[config.mk]
export PLATFORM = sky130hd
export DESIGN_NAME = perf_monitor
export DESIGN_NICKNAME = d
export VERILOG_FILES = /design/src/rtl/perf_pkg.sv /design/src/rtl/perf_sat_counter.sv /design/src/rtl/perf_monitor.sv
export SDC_FILE = /design/constraint.sdc
export NUM_CORES = 1
export LEC_CHECK = 0
export CORE_UTILIZATION = 58
export CTS_BUF_LIST = sky130_fd_sc_hd__clkbuf_8
export DETAILED_ROUTE_END_ITERATION = 6
export PLACE_DENSITY = 0.78
export SLEW_MARGIN = 15
export SYNTH_ARGS = -nofsm -noshare
export SYNTH_HDL_FRONTEND = slang
export SYNTH_SLANG_ARGS = --single-unit
[constraint.sdc]
create_clock -name i_clk -period 3 [get_ports i_clk]
set_clock_uncertainty 0.15 [all_clocks]
set_input_delay 0.6 -clock i_clk [delete_from_list [all_inputs] [get_ports i_clk]]
set_output_delay 0.6 -clock i_clk [all_outputs]
set_load 0.1 [all_outputs]
[src/rtl/perf_pkg.sv]
// Shared state encoding and counter index map for the performance monitor.
package perf_pkg;

  typedef enum logic [1:0] {
    IDLE = 2'd0,
    RUN  = 2'd1,
    DONE = 2'd2
  } perf_state_e;

  localparam int unsigned CNT_CYCLE    = 0;
  localparam int unsigned CNT_INSN     = 1;
  localparam int unsigned CNT_CTRL     = 2;
  localparam int unsigned CNT_MISPRED  = 3;
  localparam int unsigned CNT_EVT_BASE = 4;

endpackage

[src/rtl/perf_sat_counter.sv]
// Saturating event counter with a sticky overflow flag; clr wins over counting.
module perf_sat_counter #(
  parameter int unsigned CNT_W = 48
) (
  input  logic             clk,
  input  logic             rst_n,
  input  logic             en,
  input  logic             inc,
  input  logic             clr,
  output logic [CNT_W-1:0] cnt,
  output logic             ovf
);

  always_ff @(posedge clk or negedge rst_n) begin
    if (!rst_n) begin
      cnt <= '0;
      ovf <= 1'b0;
    end else if (clr) begin
      cnt <= '0;
      ovf <= 1'b0;
    end else if (en && inc) begin
      // at all-ones the count holds and the saturation is recorded instead
      if (&cnt) ovf <= 1'b1;
      else      cnt <= cnt + CNT_W'(1);
    end
  end

endmodule

[src/rtl/perf_monitor.sv]
// Performance monitor: start/stop/halt FSM gating a bank of saturating counters,
// with a registered one-cycle-latency read port.
module perf_monitor
  import perf_pkg::*;
#(
  parameter int unsigned CNT_W      = 48,
  parameter int unsigned NUM_EVT    = 4,
  parameter logic [31:0] HALT_PC0   = 32'h1c,
  parameter logic [31:0] HALT_PC1   = 32'h20,
  parameter bit          AUTO_START = 1'b0,
  localparam int unsigned NUM_CNT   = 4 + NUM_EVT,
  localparam int unsigned SEL_W     = $clog2(NUM_CNT)
) (
  input  logic               i_clk,
  input  logic               i_reset,
  input  logic               i_insn_vld,
  input  logic               i_ctrl,
  input  logic               i_mispred,
  input  logic [31:0]        i_pc_debug,
  input  logic [NUM_EVT-1:0] i_evt,
  input  logic               i_start,
  input  logic               i_stop,
  input  logic               i_clear,
  input  logic               i_rd_req,
  input  logic [SEL_W-1:0]   i_rd_sel,
  output logic               o_rd_vld,
  output logic [CNT_W-1:0]   o_rd_data,
  output logic [NUM_CNT-1:0] o_ovf,
  output logic [1:0]         o_state,
  output logic               o_done
);

  perf_state_e        state;
  logic               auto_pend;
  logic               halt_hit;
  logic               count_en;
  logic [NUM_CNT-1:0] inc;
  logic [CNT_W-1:0]   cnt [NUM_CNT];
  logic [CNT_W-1:0]   rd_mux;

  assign halt_hit = i_insn_vld && ((i_pc_debug == HALT_PC0) || (i_pc_debug == HALT_PC1));
  assign count_en = (state == RUN) && !i_clear;
  assign o_state  = state;

  always_comb begin
    inc                             = '0;
    inc[CNT_CYCLE]                  = 1'b1;
    inc[CNT_INSN]                   = i_insn_vld;
    inc[CNT_CTRL]                   = i_ctrl;
    inc[CNT_MISPRED]                = i_mispred;
    inc[CNT_EVT_BASE +: NUM_EVT]    = i_evt;
  end

  // auto_pend is armed only by reset, so AUTO_START fires once per reset release
  always_ff @(posedge i_clk or negedge i_reset) begin
    if (!i_reset) begin
      state     <= IDLE;
      o_done    <= 1'b0;
      auto_pend <= AUTO_START;
    end else begin
      auto_pend <= 1'b0;
      if (i_clear) begin
        state  <= IDLE;
        o_done <= 1'b0;
      end else begin
        case (state)
          IDLE: if (i_start || auto_pend) state <= RUN;
          RUN: if (i_stop || halt_hit) begin
            state  <= DONE;
            o_done <= 1'b1;
          end
          DONE: ;
          default: begin
            state  <= IDLE;
            o_done <= 1'b0;
          end
        endcase
      end
    end
  end

  for (genvar g = 0; g < NUM_CNT; g++) begin : g_cnt
    perf_sat_counter #(.CNT_W(CNT_W)) u_cnt (
      .clk   (i_clk),
      .rst_n (i_reset),
      .en    (count_en),
      .inc   (inc[g]),
      .clr   (i_clear),
      .cnt   (cnt[g]),
      .ovf   (o_ovf[g])
    );
  end

  // unmatched selects (>= NUM_CNT) fall through to zero
  always_comb begin
    rd_mux = '0;
    for (int unsigned i = 0; i < NUM_CNT; i++) begin
      if (i_rd_sel == SEL_W'(i)) rd_mux = cnt[i];
    end
  end

  always_ff @(posedge i_clk or negedge i_reset) begin
    if (!i_reset) begin
      o_rd_vld  <= 1'b0;
      o_rd_data <= '0;
    end else begin
      o_rd_vld <= i_rd_req;
      if (i_rd_req) o_rd_data <= rd_mux;
    end
  end

endmodule

---- Word-level counts from Yosys, hierarchy flattened ----
Index checks and enable logic that the tools add are counted.
storage, ports and cells
  flip-flop bits (word level) ............. 444
  input bits .............................. 48
  output and inout bits ................... 60
  logic and storage cells ................. 171
operators by class
  add/sub/neg operators ................... 8
  eq/ne operators ......................... 23
  multiplexer cells ....................... 63
  reduce and logical (&&, ||, !) cells .... 57
operators with widths
  kind                                                                      count
  48-bit 2-to-1 mux                                                         32
  48-bit by 1-bit adder with 48-bit output (second input constant)          8
  48-bit AND reduction                                                      8
  2-bit AND reduction                                                       17
  32-bit by 5-bit equality test with 1-bit output (second input constant)   1
  32-bit by 6-bit equality test with 1-bit output (second input constant)   1
  2-bit nonzero test                                                        16
  1-bit 2-to-1 mux                                                          26
  2-bit inequality test (second input constant)                             9
  3-bit equality test (second input constant)                               4
  1-bit logical AND                                                         9
  3-bit by 2-bit equality test with 1-bit output (second input constant)    2
  2-bit 2-to-1 mux                                                          3
  2-bit one-hot mux with 3 select lines                                     1
  3-bit by 1-bit equality test with 1-bit output (second input constant)    1
  3-bit zero test                                                           1
  3-bit by 2-bit inequality test with 1-bit output (second input constant)  1
  3-bit inequality test (second input constant)                             1
  3-bit AND reduction                                                       1
  2-bit by 1-bit equality test with 1-bit output (second input constant)    1
  2-bit equality test (second input constant)                               1
  2-bit zero test                                                           1
  1-bit logical OR                                                          2
  2-bit by 1-bit inequality test with 1-bit output (second input constant)  1
  3 further kinds                                                           3

---- Logic depth before layout (Yosys ltp) ----
  word-level depth ........................ 9
  mapped depth ............................ 9

---- By module ----
Synthesis repeated with hierarchy kept, for this count alone.
unflattened totals
  cells, all modules ...................... 3120
  area, all modules ....................... 29553.3 um2
modules (own cells, without submodules)
  module                                 times used  cells an instance  area an instance (um2)  sequential area each (um2)
  perf_sat_counter (g_cnt[0].u_cnt ...)  7           319                2929.1                  1226.2
  perf_monitor                           1           549                6050.8                  1301.2
  perf_sat_counter (g_cnt[1].u_cnt)      1           338                2999.1                  1226.2

---- Worst setup path after synthesis ----
OpenSTA, ideal clock, no wires.
  path kind ............................... register to register
  from .................................... reg state[0], in the netlist o_state[0]
  to ...................................... reg g_cnt[3].u_cnt.cnt[42]
  library setup time ...................... 0.119 ns
  data arrival time ....................... 2.876 ns
  slack ................................... -0.144 ns
  stages on the path, launching flop included .. 10
  period minus slack after synthesis ...... 3.144 ns
  path through ............................ dfrtp_1 buf_2 nor2b_1 buf_2 a21o_1 nor4b_2 nand3_1 clkbuf_1 o31a_1 o21a_1
on the way
  word-level cells in the longest chain between the ends .. 5
RTL lines
  element                                         line                    text
  start, declared                                 perf_monitor.sv:33      perf_state_e state;
  start signal, assigned                          perf_monitor.sv:57      state <= IDLE;
  start signal, assigned                          perf_monitor.sv:63      state <= IDLE;
  start signal, assigned                          perf_monitor.sv:67      IDLE: if (i_start || auto_pend) state <= RUN;
  2-bit by 1-bit equality test with 1-bit output  perf_monitor.sv:42      assign count_en = (state == RUN) && !i_clear;
  1-bit logical AND                               perf_monitor.sv:42
  1-bit logical AND                               perf_sat_counter.sv:21  end else if (en && inc) begin
  2-bit nonzero test (no line)                    n/a
  2-bit AND reduction (no line)                   n/a
  end signal, assigned                            perf_sat_counter.sv:24  else cnt <= cnt + CNT_W'(1);
  end, declared                                   perf_sat_counter.sv:10  output logic [CNT_W-1:0] cnt,
Every way passes these cells.
A chain may end at the register's enable or synchronous reset.

---- Worst setup path in the final report ----
  from .................................... reg g_cnt[2].u_cnt.cnt[6]
  to ...................................... reg g_cnt[2].u_cnt.cnt[41]
on the way
  word-level cells in the longest chain between the ends .. 4
  elaborated cells between the ends (all ways) .. 7
  classes of those cells .................. add/sub: 1; eq/ne: 1; mux: 3; reduce/logical: 2
RTL lines
  element                                   line                    text
  start, declared                           perf_sat_counter.sv:10
  start signal, assigned                    perf_sat_counter.sv:24
  48-bit by 1-bit adder with 48-bit output  perf_sat_counter.sv:24
  48-bit 2-to-1 mux                         perf_sat_counter.sv:23  if (&cnt) ovf <= 1'b1;
  48-bit 2-to-1 mux                         perf_sat_counter.sv:21
  48-bit 2-to-1 mux                         perf_sat_counter.sv:18  end else if (clr) begin
Parallel ways exist; a longest one is shown, timed or not. The select of a mux whose other input is x is not followed.

==> results.yml <==
status:
  status: "complete, no violations"
floorplanning:
  std_cell_rows: 78
  die_width_um: 216.7
  io_pins: 108
  die_h_um: 216.7
  core_um2: 45380
  die_area_um2: 46970
  initial_core_util_pct: 58.92
grt:
  use_met1_pct: 49.35
  grt_overflow: 0
  grt_max_degree: 198
  grt_pass1_wl_um: 135000
  use_met2_pct: 57.16
  antenna_found_initial: 1
  grt_pass1_vias: 23960
  busiest_layer: "met2"
  grt_use_met3_pct: 7.888
  grt_use_total_pct: 37.11
placed_design:
  dp_worst_setup_slack_ps: -64.46
  port_buffers: 107
  place_area_um2: 28860
  gp_congestion: 1.055
  post-place-cells: 3608
  dpl.hpwl_um: 62960
clock_network:
  cts-root-buf: "clkbuf_8"
  worstSkewPairLatency_ps: 690
  cts_tree: "built"
  h-tree-depth: 3
  numCtsBuffers: 81
  clk_pin_slew_ps: 60
  cts.sinks: 444
  cts_resized: 0
  clock_path_buffers: 3
layout:
  n_fill_cell: 3635
  multi_input_area_um2: 14550
  drive_above_1_share_pct: 15.12
  regArea_um2: 11110
  diodes: 0
  final_nets: 3149
  stdcell_count: 3748
  final_area_um2: 30500
  area_growth_pct: 14.05
synth:
  synth-edff-count: 0
  yosys.area.top_type: "dfrtp_1"
  synth_area_leaders: "dfrtp_1 42%, nor2_1 5.8%, xor2_1 4.5%"
  ys_seq_area_share_pct: 41.55
  syn_area_um2: 26740
  synthArstFlopShare_pct: 100.0
  synth_cells: 2952
  avgSynthCellArea_um2: 9.058
  synth_top_area_share_pct: 41.55
  ys_ff_latch: 444
  yosysWarnings: 0
  synth_most_common_cell: "dfrtp_1"
  ys.flop_type: "dfrtp_1"
  ys_types: 76
  synth_common_cells: "444 x dfrtp_1, 410 x nor2_1, 163 x nand3_1, 153 x clkbuf_1, 153 x nand2_1"
  synth_fp_nets: 3008
timing:
  setup_viol: 0
  period_needed_ps: 2870
  hold_slack_ps: 238.9
  worst_slew_pin_slew_ps: 958.7
  relSlewSlack_pct: 35.95
  hold_viol: 0
  max_freq_mhz: 348.5
  min_period_over_period_pct: 95.66
  tns_ps: 0
  postLayoutSetupSlackWorst_ps: 130.2
  slew_violations: 0
drt:
  via_per_inst: 6.700
  via_count: 25110
  ant_nets: 0
  avgRoutedWirePerCell_um: 23.02
  dr.first_iter.drc_count: 3404
  post-route-drc-count: 0
  dr.pass1.iters: 6
  finalWirelength_um: 86270
critical_path:
  crit_path_top_delay_cell: "or4_1"
  crit_fanout: 8
  crit_chain: "nand4_1 > or4_1 > nor4_4 > nand4_1 > buf_4 > or3_1 > a21oi_1"
  start_kind: "flip-flop"
  slowest_delay_ps: 730
  arrival_ps: 3310
  crit_top_cell: "nand4_1"
  end_kind: "flip-flop"
  critPathKind: "reg -> reg"
  crit_required_ps: 3440
worst_hold_path:
  hp-class: "in -> reg"
pwr:
  power_density_nw_per_um2: 448.3
  power.leakage_nw: 12.33
  ir_worst_vdd_mv: 0.4041
flow_run:
  cap_violations: 0
[registers in the layout (all words and copies together), names as in the netlist]
name             flops
g_cnt.u_cnt.cnt    384
g_cnt.u_cnt.ovf      8
o_done               1
o_rd_data           48
o_rd_vld             1
o_state              2
[layout by cell type, fill, tap and decap left out, types with 53 or more instances in the layout]
cell and count:
clkbuf_8 106, nor2_1 410, nand4_1 139, dfrtp_1 443
nor4_1 55, xnor2_1 117, inv_1 105, and3_1 67
buf_4 187, xor2_1 136, mux2i_1 53, nand3_1 163
nor3_1 101, a21oi_1 152, or3_1 59, o21ai_0 120
nand2_1 153
[area by class of cell]
class / count / share of cell area (%)
clock buffer: 106 / 4.784
clock inverter: 32 / 0.5334
multi-input combinational: 2235 / 47.72
timing repair buffer: 247 / 7.032
sequential: 444 / 36.44
inverter: 84 / 1.034
tap: 600 / 2.462
[per-layer routing]
layer | part of all wire, % | routed length [µm]
met5 | 0.012 | 10
met4 | 5.5 | 4783
met3 | 10 | 8848
met2 | 45 | 39000
met1 | 39 | 33630
[worst max-delay path: cells and delay by family (launching register included)]
kind / cells / cell delay (ps)
AND/OR/NAND/NOR: 5 / 1820
flip-flops: 1 / 470
buffers and inverters: 1 / 200
AO/OA/AOI/OAI: 1 / 140
[final timing paths]
check,start,end,slack (ps),cells past startpoint
min in group asynchronous,i_reset,g_cnt[6].u_cnt.cnt[5],290,2
max reg2reg,g_cnt[2].u_cnt.cnt[6],g_cnt[2].u_cnt.cnt[41],130,7
max in group asynchronous,i_reset,o_rd_data[28],1560,3
max,g_cnt[2].u_cnt.cnt[6],g_cnt[2].u_cnt.cnt[41],130,7
min reg2reg,g_cnt[4].u_cnt.ovf,g_cnt[4].u_cnt.ovf,350,2
min,i_clear,g_cnt[4].u_cnt.cnt[13],240,3
[timing repair]
item                                   4_1_cts  5_1_grt
hold buffers                                 1        0
endpoints found under the hold margin       37        0
buffers inserted                             0        1
setup endpoints to repair                    0        4
[power by group]
group | switching, W | internal (W) | leakage, nW
clock | 0.00261 | 0.00322 | 0.921
combinational | 0.00123 | 0.000440 | 5.27
sequential | 0.0000856 | 0.00609 | 6.14
total | 0.00393 | 0.00975 | 12.3
[kinds of logic (layout without fill, tap and decap cells)]
group                    Yosys count  in the layout  share of synthesized area (%)
flip-flops                       444            444                          41.55
multiplexers                     129            129                          7.164
AND/OR/NAND/NOR                 1349           1349                          26.17
adder cells (fa/ha/maj)            8              8                         0.3744
XOR/XNOR                         253            253                          8.287
buffers and inverters            273            469                          4.038
AO/OA/AOI/OAI                    496            496                          12.42
[stage by stage]
step	util (%)	power [W]
after global placement	63.59	0.007909
after global routing	67.20	0.01409
after CTS	67.18	0.01372
final	67.20	0.01367
after floorplan	-	0.007318
after detailed placement	63.59	0.007933
Power figures use the tool's default switching activity.
==> RTL change: new RTL, same flow settings <==
Change the parameter `AUTO_START` from 1'b0 to 1'b1.
--- a/src/rtl/perf_monitor.sv
+++ b/src/rtl/perf_monitor.sv
@@ -8,5 +8,5 @@
   parameter logic [31:0] HALT_PC0   = 32'h1c,
   parameter logic [31:0] HALT_PC1   = 32'h20,
-  parameter bit          AUTO_START = 1'b0,
+  parameter bit          AUTO_START = 1'b1,
   localparam int unsigned NUM_CNT   = 4 + NUM_EVT,
   localparam int unsigned SEL_W     = $clog2(NUM_CNT)
Check against the original RTL: not equivalent (Yosys sat finds a counterexample within 4 cycles, from zero or initial values and one cycle with i_reset low).
==> RTL change against the original RTL <==
- design area increased by 2.2%
- maximum frequency increased by 2.0%
- area after synthesis increased by 0.34%
- sequential power increased by 0.8%
- total power increased by 7.7%
- count of clock-buffer cells in the layout decreased by 2
- combinational power increased by 19%
- largest power group is now the clock network
- sequential cell count increased by 1
- largest cell class unchanged
- global-route usage increased by 3.6 points
- wire length increased by 11%
- worst setup slack improved by 0.056 ns
==> RTL change: results <==
[status]
status = finished, final reports clean

[synthesis]
netlist_top_cells_count = 484 x nor2_1, 444 x dfrtp_1, 250 x a21oi_1
ys_types = 72
synth_fp_nets = 3191
yosys_most_used_dff = dfrtp_1
ys_seq_area_share_pct = 41.51
synthArstFlopShare_pct = 100.0
ys_top_cells_by_area = dfrtp_1 41%, nor2_1 6.8%, xor2_1 5.1%

[route]
met1_length_um = 38680
drt_iter0_drc = 3271
met3WireLength_um = 10610
drt_wl_total_um = 96130
routed_via_density = 6.594
dr_wl_met2_um = 41370

[layout]
n_antenna_cell = 2
clk_share_pct = 5.861
n_clock_buffer = 104
seq_cells = 445
postLayoutCellArea_mm2 = 0.03117
sh_seq_area_pct = 35.74
fill_cells = 3730
nMultiInputCombCells = 2409
buffers = 297
layout-drive-gt1-share_pct = 13.18
bufAreaShareNonClock_pct = 8.085
fin_nets = 3373
multiInputGateArea_mm2 = 0.01461

[global_routing]
grt_start_max_net_pins = 71
antenna_found_initial = 3
met3_usage_pct = 10.03
track_usage_pct = 40.69
grt_pass1_wl_um = 146800
first_global_vias = 24710
met2_usage_pct = 59.49
grtUsageMet1_pct = 56.13

[sta]
report.final.setup_viol = 0
slew_headroom_pct = 51.30

[critical_path]
slowest_delay_ns = 0.58
path_max_fanout = 14
cp_slowest_cell = nor4_2
worstPathArrival_ns = 3.18

[clock_network]
clock_path_buffers = 3
cts-buffers-inserted = 80
htree_num_levels = 3
root_buffer = clkbuf_8

[pwr]
power_leakage_nw = 12.78
comb_cell_power_w = 0.00198
power.internal_w = 0.01040
vdd_drop_max_uv = 416.7
power_frac_clock_pct = 44.4

[placed_design]
gp_congestion = 1.043
pre_cts_slack_ns = 0.1292
place_area_mm2 = 0.02931
dp_hpwl_um = 72370

[floorplan]
core_area_mm2 = 0.04548
RTL change: changes by cell type in the layout (fill, tap and decap cells not counted), sizes merged, moves of 21 or more:
| cell | change |
|---|---|
| a21oi | +98 |
| nor2 | +73 |
| buf | +50 |
| o221a | -47 |
| mux4 | -40 |
| o2bb2ai | +30 |
| or4 | -30 |
| o21ai | +26 |
| nand4 | +24 |
| o211ai | -24 |
| nor3 | -21 |
| xor2 | +21 |
RTL change: worst paths after layout:
| kind | to | depth (start not counted) | slack [ns] | start |
|---|---|---|---|---|
| min reg2reg | g_cnt[7].u_cnt.ovf | 2 | 0.35 | g_cnt[7].u_cnt.ovf |
| max in group asynchronous | auto_pend | 3 | 1.54 | i_reset |
| max reg2reg | g_cnt[2].u_cnt.cnt[1] | 6 | 0.19 | g_cnt[2].u_cnt.cnt[26] |
| min | g_cnt[3].u_cnt.ovf | 2 | 0.11 | i_clear |
| max | g_cnt[2].u_cnt.cnt[1] | 6 | 0.19 | g_cnt[2].u_cnt.cnt[26] |
| min in group asynchronous | g_cnt[3].u_cnt.cnt[45] | 2 | 0.35 | i_reset |
RTL change: logic make-up (layout without fill, tap and decap cells):
kind of cell / count (synthesis) / after routing / synth area share (%)
adder cells (fa/ha/maj): 8 / 8 / 0.3731
multiplexers: 86 / 86 / 3.642
AO/OA/AOI/OAI: 589 / 589 / 13.31
flip-flops: 445 / 445 / 41.51
buffers and inverters: 281 / 529 / 4.136
XOR/XNOR: 291 / 291 / 9.499
other: 1 / 3 / 0.01398
AND/OR/NAND/NOR: 1434 / 1434 / 27.51
RTL change: through the flow:
step	cells	power, W
after CTS	3983	0.01474
after global placement	3834	0.008237
after floorplan	3135	0.007441
after detailed placement	3834	0.008257
final	3985	0.01473
after global routing	3985	0.01513
